===== config.mk =====
export PLATFORM = sky130hd
export DESIGN_NAME = dcache_controller
export DESIGN_NICKNAME = d
export VERILOG_FILES = /design/src/rtl/dcache_pkg.sv /design/src/rtl/dcache_line_array.sv /design/src/rtl/dcache_controller.sv
export SDC_FILE = /design/constraint.sdc
export NUM_CORES = 2
export LEC_CHECK = 0
export BUFFER_PORTS_ARGS = -buffer_cell sky130_fd_sc_hd__buf_2
export CORE_MARGIN = 2
export CORE_UTILIZATION = 35
export DETAILED_ROUTE_END_ITERATION = 12
export GPL_ROUTABILITY_DRIVEN = 0
export PLACE_DENSITY_LB_ADDON = 0.25
export SLEW_MARGIN = 25
export SYNTH_ARGS = -nofsm -noshare
export SYNTH_HDL_FRONTEND = slang
export SYNTH_HIERARCHICAL = 1
export SYNTH_SLANG_ARGS = --single-unit

===== constraint.sdc =====
create_clock -name clk -period 8.31 [get_ports clk]
set_input_delay 0.831 -clock clk [delete_from_list [all_inputs] [get_ports clk]]
set_output_delay 0.831 -clock clk [all_outputs]
set_load 0.02 [all_outputs]

===== src/rtl/dcache_pkg.sv =====
// Shared types and helpers for the direct-mapped write-back data cache.
// Optional statistics counters are enabled with the DCACHE_STATS_EN macro.
package dcache_pkg;

   localparam int DEFAULT_LINES = 64;
   localparam int OFFSET_W      = 2;

   typedef enum logic [2:0] {
      IDLE,
      LOOKUP,
      WB,
      FILL,
      DONE
   } state_t;

   function automatic int idx_width(input int lines);
      return $clog2(lines);
   endfunction

   function automatic int tag_width(input int addr_w, input int lines);
      return addr_w - idx_width(lines) - OFFSET_W;
   endfunction

   function automatic int offset_width();
      return OFFSET_W;
   endfunction

   // Lane 0 is bits [7:0]; the selected byte is sign-extended.
   function automatic logic [31:0] byte_extract(input logic [31:0] word, input logic [1:0] lane);
      logic [7:0] b;
      case (lane)
         2'd0:    b = word[7:0];
         2'd1:    b = word[15:8];
         2'd2:    b = word[23:16];
         default: b = word[31:24];
      endcase
      return {{24{b[7]}}, b};
   endfunction

   function automatic logic [31:0] byte_merge(input logic [31:0] word, input logic [1:0] lane,
                                              input logic [7:0] data);
      logic [31:0] w;
      w = word;
      case (lane)
         2'd0:    w[7:0]   = data;
         2'd1:    w[15:8]  = data;
         2'd2:    w[23:16] = data;
         default: w[31:24] = data;
      endcase
      return w;
   endfunction

endpackage


===== src/rtl/dcache_line_array.sv =====
// Line storage for the data cache: valid/dirty/tag/data per line, one
// combinational read port and one write port; valid/dirty clear on reset.
module dcache_line_array
   import dcache_pkg::*;
#(
   parameter int LINES = DEFAULT_LINES,
   parameter int TAG_W = 24,
   parameter int IDX_W = idx_width(LINES)
)
(
   input  logic             clk,
   input  logic             rst_b,
   input  logic [IDX_W-1:0] rd_idx,
   output logic             rd_valid,
   output logic             rd_dirty,
   output logic [TAG_W-1:0] rd_tag,
   output logic [31:0]      rd_data,
   input  logic             wr_en,
   input  logic [IDX_W-1:0] wr_idx,
   input  logic [TAG_W-1:0] wr_tag,
   input  logic [31:0]      wr_data,
   input  logic             wr_dirty
);

   logic [LINES-1:0] valid_q;
   logic [LINES-1:0] dirty_q;
   logic [TAG_W-1:0] tag_mem  [LINES];
   logic [31:0]      data_mem [LINES];

   always_ff @(posedge clk) begin
      if (!rst_b) begin
         valid_q <= '0;
         dirty_q <= '0;
      end else if (wr_en) begin
         valid_q[wr_idx] <= 1'b1;
         dirty_q[wr_idx] <= wr_dirty;
      end
   end

   // Tag/data need no reset: a line is only trusted once its valid bit is set.
   always_ff @(posedge clk) begin
      if (rst_b && wr_en) begin
         tag_mem[wr_idx]  <= wr_tag;
         data_mem[wr_idx] <= wr_data;
      end
   end

   assign rd_valid = valid_q[rd_idx];
   assign rd_dirty = dirty_q[rd_idx];
   assign rd_tag   = tag_mem[rd_idx];
   assign rd_data  = data_mem[rd_idx];

endmodule


===== src/rtl/dcache_controller.sv =====
// Direct-mapped, write-back, write-allocate data cache controller (one word per line).
// Define DCACHE_STATS_EN to build saturating hit/miss counters; otherwise they read 0.
module dcache_controller
   import dcache_pkg::*;
#(
   parameter int LINES  = DEFAULT_LINES,
   parameter int ADDR_W = 32
)
(
   input  logic              clk,
   input  logic              rst_b,
   input  logic              req_valid,
   input  logic              req_we,
   input  logic              req_is_word,
   input  logic [ADDR_W-1:0] req_addr,
   input  logic [31:0]       req_wdata,
   output logic [31:0]       rdata,
   output logic              resp_valid,
   output logic              stall,
   output logic              mem_req,
   output logic              mem_we,
   output logic [ADDR_W-1:0] mem_addr,
   output logic [31:0]       mem_wdata,
   input  logic [31:0]       mem_rdata,
   input  logic              mem_ack,
   output logic [31:0]       hit_count,
   output logic [31:0]       miss_count
);

   localparam int IDX_W = idx_width(LINES);
   localparam int TAG_W = tag_width(ADDR_W, LINES);

   state_t state, next_state;

   logic [IDX_W-1:0] idx;
   logic [TAG_W-1:0] tag;
   logic [1:0]       lane;

   logic             line_valid;
   logic             line_dirty;
   logic [TAG_W-1:0] line_tag;
   logic [31:0]      line_data;
   logic             hit;

   logic             wr_en;
   logic             wr_dirty;
   logic [31:0]      wr_data;

   assign idx  = req_addr[IDX_W+1:2];
   assign tag  = req_addr[ADDR_W-1:IDX_W+2];
   assign lane = req_addr[1:0];
   assign hit  = line_valid && (line_tag == tag);

   dcache_line_array #(
      .LINES (LINES),
      .TAG_W (TAG_W),
      .IDX_W (IDX_W)
   ) u_lines (
      .clk      (clk),
      .rst_b    (rst_b),
      .rd_idx   (idx),
      .rd_valid (line_valid),
      .rd_dirty (line_dirty),
      .rd_tag   (line_tag),
      .rd_data  (line_data),
      .wr_en    (wr_en),
      .wr_idx   (idx),
      .wr_tag   (tag),
      .wr_data  (wr_data),
      .wr_dirty (wr_dirty)
   );

   always_ff @(posedge clk) begin
      if (!rst_b) begin
         state <= IDLE;
      end else begin
         state <= next_state;
      end
   end

   always_ff @(posedge clk) begin
      if (!rst_b) begin
         rdata <= '0;
      end else if (state == LOOKUP && hit && !req_we) begin
         rdata <= req_is_word ? line_data : byte_extract(line_data, lane);
      end
   end

   // The array is written on a store hit and when refill data arrives.
   always_comb begin
      next_state = state;
      wr_en      = 1'b0;
      wr_dirty   = 1'b0;
      wr_data    = mem_rdata;
      case (state)
         IDLE: begin
            if (req_valid) begin
               next_state = LOOKUP;
            end
         end
         LOOKUP: begin
            if (hit) begin
               next_state = DONE;
               if (req_we) begin
                  wr_en    = 1'b1;
                  wr_dirty = 1'b1;
                  wr_data  = req_is_word ? req_wdata
                                         : byte_merge(line_data, lane, req_wdata[7:0]);
               end
            end else if (line_valid && line_dirty) begin
               next_state = WB;
            end else begin
               next_state = FILL;
            end
         end
         WB: begin
            if (mem_ack) begin
               next_state = FILL;
            end
         end
         FILL: begin
            if (mem_ack) begin
               wr_en      = 1'b1;
               wr_dirty   = 1'b0;
               wr_data    = mem_rdata;
               next_state = LOOKUP;
            end
         end
         DONE: begin
            next_state = IDLE;
         end
         default: begin
            next_state = IDLE;
         end
      endcase
   end

   // Memory-side outputs follow the state, so they hold until the ack moves it on.
   always_comb begin
      mem_req   = 1'b0;
      mem_we    = 1'b0;
      mem_addr  = '0;
      mem_wdata = '0;
      case (state)
         WB: begin
            mem_req   = 1'b1;
            mem_we    = 1'b1;
            mem_addr  = {line_tag, idx, 2'b00};
            mem_wdata = line_data;
         end
         FILL: begin
            mem_req  = 1'b1;
            mem_addr = {tag, idx, 2'b00};
         end
         default: begin
            mem_req = 1'b0;
         end
      endcase
   end

   assign resp_valid = (state == DONE);
   assign stall      = req_valid && (state != DONE);

`ifdef DCACHE_STATS_EN
   logic        first_lookup;
   logic [31:0] hit_q;
   logic [31:0] miss_q;

   // Only the lookup entered from IDLE counts; the re-lookup after a refill does not.
   always_ff @(posedge clk) begin
      if (!rst_b) begin
         first_lookup <= 1'b0;
         hit_q        <= '0;
         miss_q       <= '0;
      end else begin
         if (state == IDLE && req_valid) begin
            first_lookup <= 1'b1;
         end else if (state == LOOKUP) begin
            first_lookup <= 1'b0;
         end
         if (state == LOOKUP && first_lookup) begin
            if (hit) begin
               if (hit_q != 32'hFFFF_FFFF) begin
                  hit_q <= hit_q + 32'd1;
               end
            end else if (miss_q != 32'hFFFF_FFFF) begin
               miss_q <= miss_q + 32'd1;
            end
         end
      end
   end

   assign hit_count  = hit_q;
   assign miss_count = miss_q;
`else
   assign hit_count  = '0;
   assign miss_count = '0;
`endif

endmodule


# --- After elaboration in Yosys (flattened, before gate mapping) ---
# Memory sizes are Yosys's and may differ from the RTL's.
# Cells that the tools add are included.
op_classes:
  n_addsub: 0
  multipliers: 0
  div: 0
  magnitude_cmp: 2
  n_eq_ne: 11
  shifts: 0
  mux: 34
  n_bitwise: 1
  reduce_logical: 13
ops:
  columns: ["op", "count"]
  rows:
  - ["$mux 32", 6]
  - ["$bwmux 64", 1]
  - ["$or 64x64->64", 1]
  - ["$pmux 32 s2", 1]
  - ["$mux 8", 4]
  - ["$eq 24x24->1", 1]
  - ["$pmux 8 s3", 1]
  - ["$bmux 1 s6", 2]
  - ["$mux 1", 12]
  - ["$mux 3", 4]
  - ["$pmux 3 s4", 1]
  - ["$logic_and 1x1->1", 7]
  - ["$lt 6x7->1 const B", 1]
  - ["$demux 1 s6", 1]
  - ["$eq 3x2->1 const B", 2]
  - ["$ge 6x1->1 const B", 1]
  - ["$ne 2x2->1 const B", 3]
  - ["$eq 3x1->1 const B", 1]
  - ["$eq 3x3->1 const B", 1]
  - ["$logic_not 3->1", 1]
  - ["$ne 3x3->1 const B", 1]
  - ["$reduce_and 3->1", 1]
  - ["$reduce_or 3->1", 1]
  - ["$eq 2x1->1 const B", 1]
  - ["5 further kinds", 5]
totals:
  reg_bits: 163
  latch_bits: 0
  ram_bits: 3584
  mem_bits_ro: 0
  in_bits: 102
  out_inout_bits: 164
  elab_cells: 67
  memories: 2
memory_table:
  columns: ["memory", "depth", "word_bits", "rd", "rd_clocked_by_memory_dff", "write_ports", "line_no", "text"]
  rows:
  - ["u_lines.data_mem", 64, 32, 1, 0, 1, "dcache_line_array.sv:28", "logic [31:0] data_mem [LINES];"]
  - ["u_lines.tag_mem", 64, 24, 1, 0, 1, "dcache_line_array.sv:27", "logic [TAG_W-1:0] tag_mem [LINES];"]

# --- Longest topological paths before layout ---
logic_depth:
  ltp_word: 8
  ltp_mapped: 22
  mapped_depth_nobuf: 15

# --- Hierarchy ---
# The synthesis kept the hierarchy.
modules_own_cells:
  columns: ["mod", "instances", "cells_per_inst", "area_each_um2", "seq_area_each_um2"]
  rows:
  - ["dcache_line_array", 1, 6260, 141100.3, 110185.7]
  - ["dcache_controller", 1, 576, 4356.7, 700.7]

# --- Worst setup path before layout ---
# No wires, ideal clock.
synth_path:
  kind: "in2reg"
  from: "in req_addr[2]"
  to: "mem u_lines.data_mem[55][0], enable pin"
  setup_ps: 420
  t_arrival_ps: 5949
  required_time_ps: 7890
  path_slack_ps: 1941
  stages: 20
  path_buffers: 7
  cell_sequence: "buf_6 buf_8 buf_8 buf_6 buf_4 mux4_2 nor2_1 nor3_1 o22a_1 xnor2_1 nand4_1 nor4_4 nand3_2 buf_6 o21ai_0 nor2b_1 nand3_1 clkbuf_1 nor2_1 and2_1"
synth_via:
  elab_chain_len: 8
  elab_cells_between_ends: 10
  classes_between: "1 x eq/ne; 6 x mux; 2 x reduce/logical; 1 x memory"
synth_rtl:
  columns: ["item", "line_no", "text"]
  rows:
  - ["from (decl)", "dcache_controller.sv:15", "input logic [ADDR_W-1:0] req_addr,"]
  - ["$mem_v2 64x24", null, null]
  - ["named net line_tag[15]", "dcache_controller.sv:41", "logic [TAG_W-1:0] line_tag;"]
  - ["$eq 24x24->1", "dcache_controller.sv:52", "assign hit = line_valid && (line_tag == tag);"]
  - ["$logic_and 1x1->1", "dcache_controller.sv:52", null]
  - ["$mux 1", "dcache_controller.sv:102", "if (hit) begin"]
  - ["$pmux 1 s2", "dcache_controller.sv:95", "case (state)"]
  - ["named net wr_en", "dcache_controller.sv:45", "logic wr_en;"]
  - ["$logic_and 1x1->1", "dcache_line_array.sv:42", "if (rst_b && wr_en) begin"]
  - ["$mux 1", "dcache_line_array.sv:42", null]
  - ["$mux 1 (not written as such)", "dcache_line_array.sv:44", "data_mem[wr_idx] <= wr_data;"]
  - ["to (decl)", "dcache_line_array.sv:28", null]
# The timed path passes the listed nets, and every way through them passes these cells. The select of a mux whose other input is x is not followed.

# --- Worst setup path after layout ---
layout_path:
  from: "in req_addr[2]"
  to: "mem u_lines.tag_mem[6][9], enable pin"
layout_via:
  elab_chain_len: 8
  elab_cells_between_ends: 10
  classes_between: "1 x eq/ne; 6 x mux; 2 x reduce/logical; 1 x memory"
layout_rtl:
  columns: ["item", "line_no", "text"]
  rows:
  - ["$mem_v2 64x24", null, null]
  - ["named net line_tag[4]", "dcache_controller.sv:41", null]
  - ["$eq 24x24->1", "dcache_controller.sv:52", null]
  - ["$logic_and 1x1->1", "dcache_controller.sv:52", null]
  - ["$mux 1", "dcache_controller.sv:102", null]
  - ["$pmux 1 s2", "dcache_controller.sv:95", null]
  - ["named net wr_en", "dcache_controller.sv:45", null]
  - ["$logic_and 1x1->1", "dcache_line_array.sv:42", null]
  - ["$mux 1", "dcache_line_array.sv:42", null]
  - ["$mux 1 (not written as such)", "dcache_line_array.sv:43", "tag_mem[wr_idx] <= wr_tag;"]
  - ["to (decl)", "dcache_line_array.sv:27", null]
# The timed path passes the listed nets, and every way through them passes these cells. The select of a mux whose other input is x is not followed.

==> results.json <==
{
  "ys.flop_type": "edfxtp_1",
  "final_nets": 7512,
  "crit_end": "u_lines/tag_mem[6][9]$_DFFE_PP_",
  "wl_per_cell_um": 34.0,
  "port_buffers": 199,
  "final_area_sq_mm": 0.169,
  "vias": 74900,
  "cts.sinks": 3747,
  "p_per_area_mw_per_mm2": 244,
  "hold_class": "in -> reg",
  "ios": 266,
  "cp-end-kind": "flop",
  "max_freq_ghz": 0.143,
  "worst_pin_slew_ns": 1.12,
  "period_needed_ns": 7.00,
  "clkLatencyLatePin_ns": 0.97,
  "drive_gt1_share_pct": 29.5,
  "die_h_um": 649,
  "antenna_left": 0,
  "drt_iter0_markers": 9446,
  "ys_ff_latch": 3747,
  "cp_max_fo": 61,
  "synth_top_area_share_pct": 74.0,
  "synth_top_area_cell": "edfxtp_1",
  "drv_slew": 0,
  "required_ns": 8.88,
  "critPathLaunchType": "input port",
  "place_area_sq_mm": 0.156,
  "clk_pin_slew_ns": 0.06,
  "worstReg2RegEnd": "u_lines/tag_mem[6][9]$_DFFE_PP_",
  "hpwl_um": 281000,
  "vias_per_cell": 5.67,
  "die_w_um": 649,
  "rows": 236,
  "cts_htree_levels": 5,
  "gr-total-overflow": 0,
  "cts_tree": "built",
  "core-area_sq_mm": 0.413,
  "fin_ws_ns": 1.31,
  "holdBufCountCts": 0,
  "irDropWorstVdd_v": 0.000175,
  "cp.arrival_ns": 7.57,
  "fillers": 36000,
  "start_util_pct": 35.2,
  "synth_area_sq_mm": 0.145,
  "status": "finished clean",
  "ys_seq_area_share_pct": 76.2,
  "synth_common_cells": "edfxtp_1 (3584), mux4_2 (925), o22ai_1 (265)",
  "synth_warnings": 6,
  "postSynthCellCount": 6836,
  "avgSynthCellArea_sq_um": 21.3,
  "rr_worst_depth": 15,
  "dieArea_sq_mm": 0.421,
  "drt-total-wl_um": 449000,
  "synthArstFlopShare_pct": 0,
  "drc": 0,
  "rrSetupSlack_ns": 2.04,
  "first_global_vias": 74300,
  "grt_usage_pct": 20.8,
  "p_leak_uw": 0.0533,
  "r2r-start": "u_lines/tag_mem[25][4]$_DFFE_PP_",
  "drtPass1Iterations": 5,
  "cts_resized": 0,
  "grt_max_degree": 97,
  "setup.worst_path.start": "req_addr[2]",
  "fin_skew_ns": 0.0673,
  "setup_tns_ns": 0,
  "antenna_found_initial": 28,
  "synth_most_common_cell": "edfxtp_1",
  "post-place-ws_ns": 0.462,
  "critPathKind": "in -> reg",
  "cts.path.max_buffers": 4,
  "setup_viol_count_final": 0,
  "grt_pass1_wl_um": 618000,
  "yosys-top-cells-area": "edfxtp_1 (74%), mux4_2 (14%), dfxtp_1 (2.2%)",
  "clock-root-buffer": "clkbuf_16",
  "post_cts_buffers": 0,
  "slew_headroom_pct": 24.5,
  "netlist-cell-type-count": 66,
  "rsz0062_at_grt": "false",
  "drv_cap": 0,
  "cts_buffers": 384,
  "power.total_uw": 41100,
  "area_delta_synth_final_pct": 16.1,
  "final.period_utilization_pct": 84.2,
  "synth_edf_count": 3584,
  "hold_viol_final": 0
}
==> cell usage in the layout, fill, tap and decap left out, types with 53 or more instances in the layout <==
| cell type | synthesis | final |
|---|---|---|
| nor3_1 | 53 | 53 |
| clkbuf_1 | 166 | 75 |
| clkinv_1 | 0 | 78 |
| nor2_1 | 160 | 155 |
| o21ai_0 | 159 | 159 |
| clkbuf_16 | 0 | 394 |
| a21boi_0 | 56 | 56 |
| buf_4 | 164 | 293 |
| o22ai_1 | 265 | 264 |
| conb_1 | 1 | 66 |
| mux2i_1 | 175 | 169 |
| o21a_1 | 60 | 60 |
| edfxtp_1 | 3584 | 3584 |
| buf_12 | 0 | 125 |
| and2_1 | 103 | 65 |
| nand2_1 | 152 | 146 |
| dfxtp_1 | 163 | 162 |
| clkinv_2 | 0 | 67 |
| buf_2 | 114 | 188 |
| mux4_2 | 925 | 925 |
==> logic make-up after synthesis <==
family | count (synthesis) | share of synthesized area [%]
other | 1 | 0.00258
muxes | 1141 | 15.8
and+or+nand+nor | 660 | 2.27
AOI/OAI and AO/OA | 768 | 3.53
xor gates and xnor gates | 24 | 0.145
buffers and inverters | 495 | 1.97
DFF | 3747 | 76.2
==> final cells by class <==
type	count	area, sq um	share of cell area, %
timing repair buffer	609	5680	3.37
antenna	9	22.5	0.0133
clock inverter	234	2500	1.48
tap	5474	6850	4.06
clock buffer	479	10300	6.08
inverter	9	33.8	0.0200
sequential	3747	111000	65.7
multi-input combinational	2659	32600	19.3
==> layer usage <==
metal | vias up | GRT usage [%] | wire [um]
met5 | - | 0 | 66
met4 | 10 | 6.42 | 15700
met3 | 592 | 2.99 | 31100
met2 | 3414 | 34.3 | 217000
met1 | 41100 | 28.7 | 185000
li1 | 29800 | - | -
==> metrics by stage <==
step / hold slack [ns] / cells / utilization, %
after floorplan: 0.435 / 6901 / -
final: 0.245 / 13200 / 40.8
after CTS: 0.181 / 13200 / 40.8
after global placement: 0.441 / 12500 / 37.7
after detailed placement: 0.451 / 12500 / 37.7
after global routing: 0.206 / 13200 / 40.8
==> critical path: stages <==
cell and delay, ns:
buf_12 0.41, buf_12 0.37, mux4_2 0.55, o22ai_1 0.21, nor2_1 0.11, a2111oi_2 0.72, a221oi_1 0.22, xnor2_1 0.55
nand4_1 0.22, nor2_1 0.53, nand3_2 0.16, o21ai_0 0.37, nor2b_1 0.53, buf_4 0.23, and2_1 0.41, and3_4 0.28
buf_4 0.45
==> where the power goes <==
| part | switching [uW] | internal [uW] | leakage (uW) |
|---|---|---|---|
| Clock | 7330 | 10300 | 0.00622 |
| Combinational | 1930 | 857 | 0.0135 |
| Sequential | 34.9 | 20700 | 0.0335 |
==> registers in the layout (all words and copies together), names as in the netlist <==
| name | count |
|---|---|
| u_lines/data_mem | 2048 |
| state | 3 |
| rdata | 32 |
| u_lines/valid_q | 64 |
| u_lines/tag_mem | 1536 |
| u_lines/dirty_q | 64 |
==> how the worst min path moves through the flow <==
stage                                      from                                end  slack [ns]  cells after the start
2_1_floorplan  u_lines/valid_q[10]$_SDFFE_PN0P_   u_lines/valid_q[10]$_SDFFE_PN0P_        0.44                      1
3_3_place_gp   u_lines/valid_q[22]$_SDFFE_PN0P_   u_lines/valid_q[22]$_SDFFE_PN0P_        0.44                      1
3_5_place_dp   u_lines/valid_q[50]$_SDFFE_PN0P_   u_lines/valid_q[50]$_SDFFE_PN0P_        0.45                      1
4_1_cts                            req_addr[20]  u_lines/tag_mem[38][12]$_DFFE_PP_        0.18                      1
5_1_grt                            req_addr[20]  u_lines/tag_mem[39][12]$_DFFE_PP_        0.21                      1
6_report                           req_addr[20]  u_lines/tag_mem[35][12]$_DFFE_PP_        0.24                      1
Power figures use the tool's default switching activity.
